File: src/rtl/instruction_fetch.sv
// instruction_fetch
//
// Front end of the pipeline. Owns the program counter and fetches one 32-bit
// instruction at a time from instruction memory over a single-outstanding
// request/response interface, then presents it to the decode stage. Honours
// stalls from hazard logic and redirects (taken branch / jump) from execute.
// A response made stale by a redirect is dropped; a NOP bubble is driven
// whenever no valid instruction is held.
//
// Ports:
//   i_clk          clock, all state changes on the rising edge
//   i_rst          synchronous, active-high reset
//   o_imem_req     one-cycle fetch request pulse
//   o_imem_addr    fetch address, valid while o_imem_req is high
//   i_imem_valid   one-cycle response strobe
//   i_imem_rdata   instruction word, valid with i_imem_valid
//   i_stall        hold the presented instruction
//   i_redirect     switch the fetch stream to i_redirect_pc
//   i_redirect_pc  redirect target, bits [1:0] ignored
//   o_valid        o_pc / o_instruction carry a real instruction
//   o_pc           PC of the presented instruction
//   o_instruction  presented instruction word, or NOP_INSTR when not valid

module instruction_fetch #(
  parameter logic [31:0] RESET_PC  = 32'h0000_0000,
  parameter logic [31:0] NOP_INSTR = 32'h0000_0013
) (
  input  logic        i_clk,
  input  logic        i_rst,
  output logic        o_imem_req,
  output logic [31:0] o_imem_addr,
  input  logic        i_imem_valid,
  input  logic [31:0] i_imem_rdata,
  input  logic        i_stall,
  input  logic        i_redirect,
  input  logic [31:0] i_redirect_pc,
  output logic        o_valid,
  output logic [31:0] o_pc,
  output logic [31:0] o_instruction
);

  typedef enum logic [1:0] {
    StReq,   // request is on the bus this cycle
    StWait,  // waiting for the single outstanding response
    StOut    // instruction held on the outputs
  } state_e;

  state_e      state_q;
  logic [31:0] pc_q;
  logic        discard_q;  // the outstanding response belongs to an abandoned stream
  logic [31:0] instr_q;

  logic [31:0] redirect_target;
  logic        unused_redirect_bits;

  // Targets are always word aligned; the low bits are simply dropped.
  assign redirect_target      = {i_redirect_pc[31:2], 2'b00};
  assign unused_redirect_bits = ^i_redirect_pc[1:0];

  assign o_imem_req    = (state_q == StReq);
  assign o_imem_addr   = pc_q;
  assign o_instruction = o_valid ? instr_q : NOP_INSTR;

  always_ff @(posedge i_clk) begin
    if (i_rst) begin
      state_q   <= StReq;
      pc_q      <= RESET_PC;
      o_pc      <= RESET_PC;
      o_valid   <= 1'b0;
      discard_q <= 1'b0;
      instr_q   <= NOP_INSTR;
    end else begin
      unique case (state_q)
        StReq: begin
          // The request for the old pc still goes out this cycle, so its
          // response must be thrown away when a redirect lands here.
          state_q <= StWait;
          if (i_redirect) begin
            discard_q <= 1'b1;
            pc_q      <= redirect_target;
          end
        end

        StWait: begin
          if (i_imem_valid) begin
            if (discard_q || i_redirect) begin
              discard_q <= 1'b0;
              if (i_redirect) begin
                pc_q <= redirect_target;
              end
              state_q <= StReq;
            end else begin
              instr_q <= i_imem_rdata;
              o_pc    <= pc_q;
              o_valid <= 1'b1;
              state_q <= StOut;
            end
          end else if (i_redirect) begin
            // Repeated redirects only retarget the pc; at most one response
            // is ever outstanding, so a single discard flag is enough.
            discard_q <= 1'b1;
            pc_q      <= redirect_target;
          end
        end

        StOut: begin
          if (i_redirect) begin
            o_valid <= 1'b0;
            pc_q    <= redirect_target;
            state_q <= StReq;
          end else if (!i_stall) begin
            o_valid <= 1'b0;
            pc_q    <= pc_q + 32'd4;
            state_q <= StReq;
          end
        end

        default: begin
          state_q <= StReq;
        end
      endcase
    end
  end

endmodule

File: config.mk
export PLATFORM = sky130hd
export DESIGN_NAME = instruction_fetch
export DESIGN_NICKNAME = d
export VERILOG_FILES = /design/src/rtl/instruction_fetch.sv
export SDC_FILE = /design/constraint.sdc
export NUM_CORES = 1
export LEC_CHECK = 0
export ABC_AREA = 1
export ABC_CLOCK_PERIOD_IN_PS = 1600
export CORE_ASPECT_RATIO = 1.5
export CORE_MARGIN = 2
export CORE_UTILIZATION = 46
export DETAILED_ROUTE_END_ITERATION = 7
export PLACE_DENSITY = 0.78
export REMOVE_ABC_BUFFERS = 1
export SYNTH_ARGS = -nofsm -noshare
export SYNTH_HDL_FRONTEND = slang
export SYNTH_SLANG_ARGS = --single-unit
File: constraint.sdc
create_clock -name i_clk -period 1.6 [get_ports i_clk]
set_input_delay 0.32 -clock i_clk [delete_from_list [all_inputs] [get_ports i_clk]]
set_output_delay 0.32 -clock i_clk [all_outputs]
set_load 0.05 [all_outputs]
After elaboration in Yosys (flattened, before gate mapping)
Index checks and enable logic that the tools add are counted.

Latch bits: 0. Word-level logic and storage cells: 45. Memories kept: 0. Bits in read-only memories: 0. Bits in writable memories: 0. Input port bits: 69. Register bits: 100. Output and inout port bits: 98.

Equal/unequal tests: 6. Bitwise gates (word level): 1. Reductions and logical operators: 10. Muxes and demuxes: 21. Magnitude comparators: 0. Multiply operators: 0. Add/subtract/negate cells: 1. Divide/modulo/power cells: 0. Shift-type cells: 0.

Operators with widths (count): $mux 32 (6); $pmux 32 s3 (1); $add 32x3->32 const B (1); $mux 2 (4); $mux 1 (7); $ne 3x3->1 const B (2); $pmux 2 s3 (1); $reduce_and 3->1 (2); $ne 2x2->1 const B (2); $pmux 1 s2 (2); $reduce_and 2->1 (2); $reduce_and 4->1 (1); $reduce_bool 2->1 (2); $reduce_bool 3->1 (1); $eq 2x1->1 const B (1); $eq 2x2->1 const B (1); $logic_not 2->1 (1); $logic_or 1x1->1 (1); $not 1->1 (1).

Longest topological paths before layout
Depth in word-level cells: 4. Gate-level depth with buffers: 10. Gate-level depth less buffers: 10.

Worst setup path before layout
OpenSTA, ideal clock, no wires.

Kind: register to output. Start point: register o_valid. End point: output port o_instruction[10]. Required time: 1.280 ns. Path slack: -0.356 ns. Buffers on the path: 2. Stages on the path, launching flop included: 5. Data arrival time: 1.636 ns. Cells stage by stage: dfxtp_1 -> clkbuf_1 -> clkbuf_1 -> nand2_1 -> inv_1.

Longest elaborated chain between the ends: 1.

Ends and longest elaborated chain: from (decl) (line 37) `output logic o_valid,`; from (signal assigned) (line 69) `o_valid <= 1'b0;`; from (signal assigned) (line 95) `o_valid <= 1'b1;`; from (signal assigned) (line 108) `o_valid <= 1'b0;`; $mux 32 (line 62) `assign o_instruction = o_valid ? instr_q : NOP_INSTR;`; to (decl) (line 39) `output logic [31:0] o_instruction`.

Every way passes these cells.

Worst setup path after layout
Start point: register o_valid. End point: output port o_instruction[1].

The elaborated chain is that of the path after synthesis.

==> summary by stage <==
Synth
The count of distinct cell types in the synthesized netlist is 29. The number of warnings issued by yosys is 0. The fraction of synthesized cell area taken by the top area cell type is 0.4018. The mean cell area of the mapped netlist is roughly 6.5 um2. The fraction of the yosys area taken by sequential cells is 0.4018. Summed over all instances, the cell type with the most area after synthesis is sky130_fd_sc_hd__dfxtp_1. Summing every instance area after synthesis gives between 4000 and 5000 um2. The flip-flop and latch count after synthesis is 96. Ranked by total cell area, the synthesized netlist is headed by sky130_fd_sc_hd__dfxtp_1 (40%), sky130_fd_sc_hd__nand2_1 (14%), sky130_fd_sc_hd__nor2_1 (9.8%). The post-synthesis cell count is about 740.

Critical path
The type of the setup path with the least slack is flip-flop to output pin. The worst setup path is launched from a flip-flop. The worst-path maximum fanout is 4. For the worst setup path, the data required time is between 1 and 1.5 ns. The endpoint arrival time on the critical path is ~1.3 ns. The type of element capturing the critical path is an output pin.

Floorplan
The floorplan die area is between 10,000 and 15,000 um2. The floorplan has 45 rows. The floorplan step set the die height to about 130 um. 167 I/O pins were placed.

The area of the core is 10,130 um2. The initial core utilization is 0.4720. The die is around 87 um wide.

Detailed routing
The routed via count is around 5,600. The post-route DRC violation count is 0. The average vias per placed instance is 5.287. The remaining antenna violation count after routing is 0. Wires add up to 16,580 um. Dividing the detail-routed wire length by the instance count gives ~16 um. The iteration-0 DRC count of the detailed router is ~290. The first detailed-routing pass ran for 6 iterations.

Timing
Setup violations remaining at the end of the flow were counted as 0. The maximum clock skew at final layout is 0.004900 ns. Based on the critical path, the design can be clocked at up to 0.6363 GHz.

Of the available clock period, the critical path in the final layout requires 0.9823. The worst path meets setup with roughly 0.028 ns of slack. The minimum clock period is between 1.5 and 2 ns.

The final-report hold violation count is 0. The number of pins with negative max-slew slack in the final report came to 0.

Global routing
Summed over all layers, the global routing overflow is 0. The via count of the first global-routing pass came to between 5,000 and 6,000. The overall fraction of global-route tracks in use is 0.2897. The number of antenna violations at the first check in global routing is 0.

Entering global routing, the biggest net connects 46 pins. The first global-routing pass estimated approximately 26,000 um of wire.

Finish
The number of fillers in the final layout is between 700 and 800. Relative to the synthesized area, the layout overhead comes to 66.91%. The flip-flop and latch area is 1934 um2.

The final antenna diode count is 0. The fraction of final layout cells with drive strength greater than 1 is 0.2392. The final layout contains between 1,000 and 1,500 nets. The total area of multi-input combinational cells is 2461 um2.

Power
The largest vdd supply drop is 0.0005422 V. The completed layout was analyzed and its total power is roughly 6100 uW. The power per unit of standard cell area is about 770 nW/um2. The static power due to leakage is between 0.003 and 0.004 uW.

Clocking
The CTS tree is done. The maximum level of the CTS H-tree is 3. Clock-pin slew was measured on the worst setup and hold paths at 0.07 ns. Counting the buffers created by CTS gives 9.

Clock tree synthesis selected as its root buffer the cell sky130_fd_sc_hd__clkbuf_16. Counting along the longest clock path gives a buffer depth of 2. CTS saw 96 sinks. For this design, the CTS-stage hold fixing added 0 buffers. The worst-skew pair later-pin latency is ~0.35 ns.

Placed design
The placed wire-length estimate is approximately 13,000 um. The pre-CTS setup slack is -0.3439 ns. The count of buffers added on input and output ports is 160. The routability congestion estimate from global placement is slightly above 0.9.

Run status
The flow ran to the end, and the final reports show no timing, DRC or antenna violations.

Flow run
The number of violations of the max-capacitance limit is 0.

Min path
The worst hold path belongs to the class input pin to flip-flop.
-- stage by stage --
| stage | setup TNS, ns | hold slack, ns | util | instances | instance area [um2] |
|---|---|---|---|---|---|
| final | 0 | 0.4093 | 0.7878 | 1062 | 7984 |
| after global routing | -0.01912 | 0.4783 | 0.7878 | 1062 | 7984 |
| after CTS | 0 | 0.4775 | 0.7794 | 1061 | 7899 |
| after detailed placement | -15.58 | 0.4620 | 0.7515 | 1047 | 7616 |
| after global placement | -12.16 | 0.4466 | 0.7515 | 1047 | 7616 |
| after floorplan | -41.42 | 0.3891 | - | 703 | 4587 |
-- final timing paths --
check	from	end	slack (ns)	cells after the start
setup / recovery	o_valid$_SDFFE_PP0P_	o_instruction[1]	0.03	3
hold / removal	i_redirect	discard_q$_SDFFE_PP0P_	0.41	3
setup reg to reg	o_imem_addr[19]$_SDFFE_PP0P_	o_imem_addr[28]$_SDFFE_PP0P_	0.08	9
hold reg to reg	instr_q[9]$_SDFFE_PP0P_	instr_q[9]$_SDFFE_PP0P_	0.48	2
-- cell families after synthesis --
family                   count (synthesis)  synth area share
other                                    1         0.0007840
AO/OA/AOI/OAI                          153            0.1724
adder cells (fa/ha/maj)                  1          0.002615
buffers and inverters                  113           0.09992
AND/OR/NAND/NOR                        377            0.3225
flip-flops                              96            0.4018
-- cell usage after synthesis --
cell / number
sky130_fd_sc_hd__nor2_2: 7
sky130_fd_sc_hd__nand3_1: 42
sky130_fd_sc_hd__o31ai_2: 1
sky130_fd_sc_hd__clkbuf_1: 17
sky130_fd_sc_hd__dfxtp_1: 96
sky130_fd_sc_hd__buf_2: 16
sky130_fd_sc_hd__inv_1: 67
sky130_fd_sc_hd__nand2_1: 180
sky130_fd_sc_hd__nor2_4: 1
sky130_fd_sc_hd__nand2_2: 3
sky130_fd_sc_hd__buf_4: 5
sky130_fd_sc_hd__nor3_1: 4
sky130_fd_sc_hd__inv_2: 5
sky130_fd_sc_hd__o21ai_1: 8
sky130_fd_sc_hd__buf_6: 2
sky130_fd_sc_hd__a21oi_1: 53
sky130_fd_sc_hd__or2_2: 8
sky130_fd_sc_hd__buf_1: 1
sky130_fd_sc_hd__o21a_1: 11
sky130_fd_sc_hd__conb_1: 1
sky130_fd_sc_hd__o22ai_1: 1
sky130_fd_sc_hd__nor2_1: 125
sky130_fd_sc_hd__ha_1: 1
sky130_fd_sc_hd__o21ai_0: 73
sky130_fd_sc_hd__o31ai_1: 1
sky130_fd_sc_hd__o21ai_4: 1
sky130_fd_sc_hd__a31oi_1: 1
sky130_fd_sc_hd__a211oi_1: 3
sky130_fd_sc_hd__nand4_1: 7
-- layer usage --
| metal | vias up | GRT usage | share of wire | wire [um] |
|---|---|---|---|---|
| met3 | 39 | 0.04041 | 0.054 | 887 |
| met2 | 203 | 0.5423 | 0.55 | 9074 |
| met1 | 2620 | 0.3052 | 0.36 | 5979 |
| met5 | - | 0 | 0 | 0 |
| li1 | 2753 | - | - | - |
| met4 | 0 | 0.1511 | 0.038 | 635 |
-- timing repair --
action	4_1_cts	5_1_grt
setup buffers	0	1
setup endpoints to repair	10	26
resized for setup	4	31
pin swaps	0	1
-- critical path, stage by stage (launching register included) --
cell and delay, ns:
sky130_fd_sc_hd__dfxtp_2 0.35, sky130_fd_sc_hd__inv_1 0.08, sky130_fd_sc_hd__or2_2 0.28, sky130_fd_sc_hd__buf_4 0.19
-- cells in the final DEF, fill, tap and decap left out, types with 2 or more instances in the layout --
master	count
sky130_fd_sc_hd__o21ai_1	9
sky130_fd_sc_hd__nand4_1	7
sky130_fd_sc_hd__dfxtp_1	86
sky130_fd_sc_hd__clkdlybuf4s50_1	65
sky130_fd_sc_hd__o21ai_0	72
sky130_fd_sc_hd__dfxtp_2	10
sky130_fd_sc_hd__inv_2	4
sky130_fd_sc_hd__buf_6	2
sky130_fd_sc_hd__nor2_4	5
sky130_fd_sc_hd__inv_1	66
sky130_fd_sc_hd__conb_1	4
sky130_fd_sc_hd__nand3_1	41
sky130_fd_sc_hd__a211oi_1	3
sky130_fd_sc_hd__clkbuf_16	9
sky130_fd_sc_hd__buf_4	79
sky130_fd_sc_hd__nand2_2	5
sky130_fd_sc_hd__nor2_1	116
sky130_fd_sc_hd__a21oi_1	52
sky130_fd_sc_hd__nand2_1	178
sky130_fd_sc_hd__inv_6	2
sky130_fd_sc_hd__nor2_2	12
sky130_fd_sc_hd__nor3_1	4
sky130_fd_sc_hd__buf_12	81
sky130_fd_sc_hd__o21a_1	11
sky130_fd_sc_hd__or2_2	8
-- registers in the layout, indices dropped and copies added (netlist names) --
name / count
o_imem_addr: 30
instr_q: 32
o_valid: 1
discard_q: 1
state_q: 2
o_pc: 30
-- report_power, final --
group / leakage (uW) / switching [uW] / internal (uW)
Sequential: 0.000789 / 107 / 2520
Clock: 0.000131 / 938 / 1090
Combinational: 0.00248 / 793 / 690
Total: 0.00340 / 1840 / 4300
-- layout make-up --
type / count / area share
Inverter: 72 / 0.03416
Clock inverter: 4 / 0.003761
Tap cell: 117 / 0.01834
Multi-Input combinational cell: 535 / 0.3083
Timing Repair Buffer: 228 / 0.3633
Sequential cell: 96 / 0.2423
Clock buffer: 10 / 0.02993
Power figures use the tool's default switching activity.
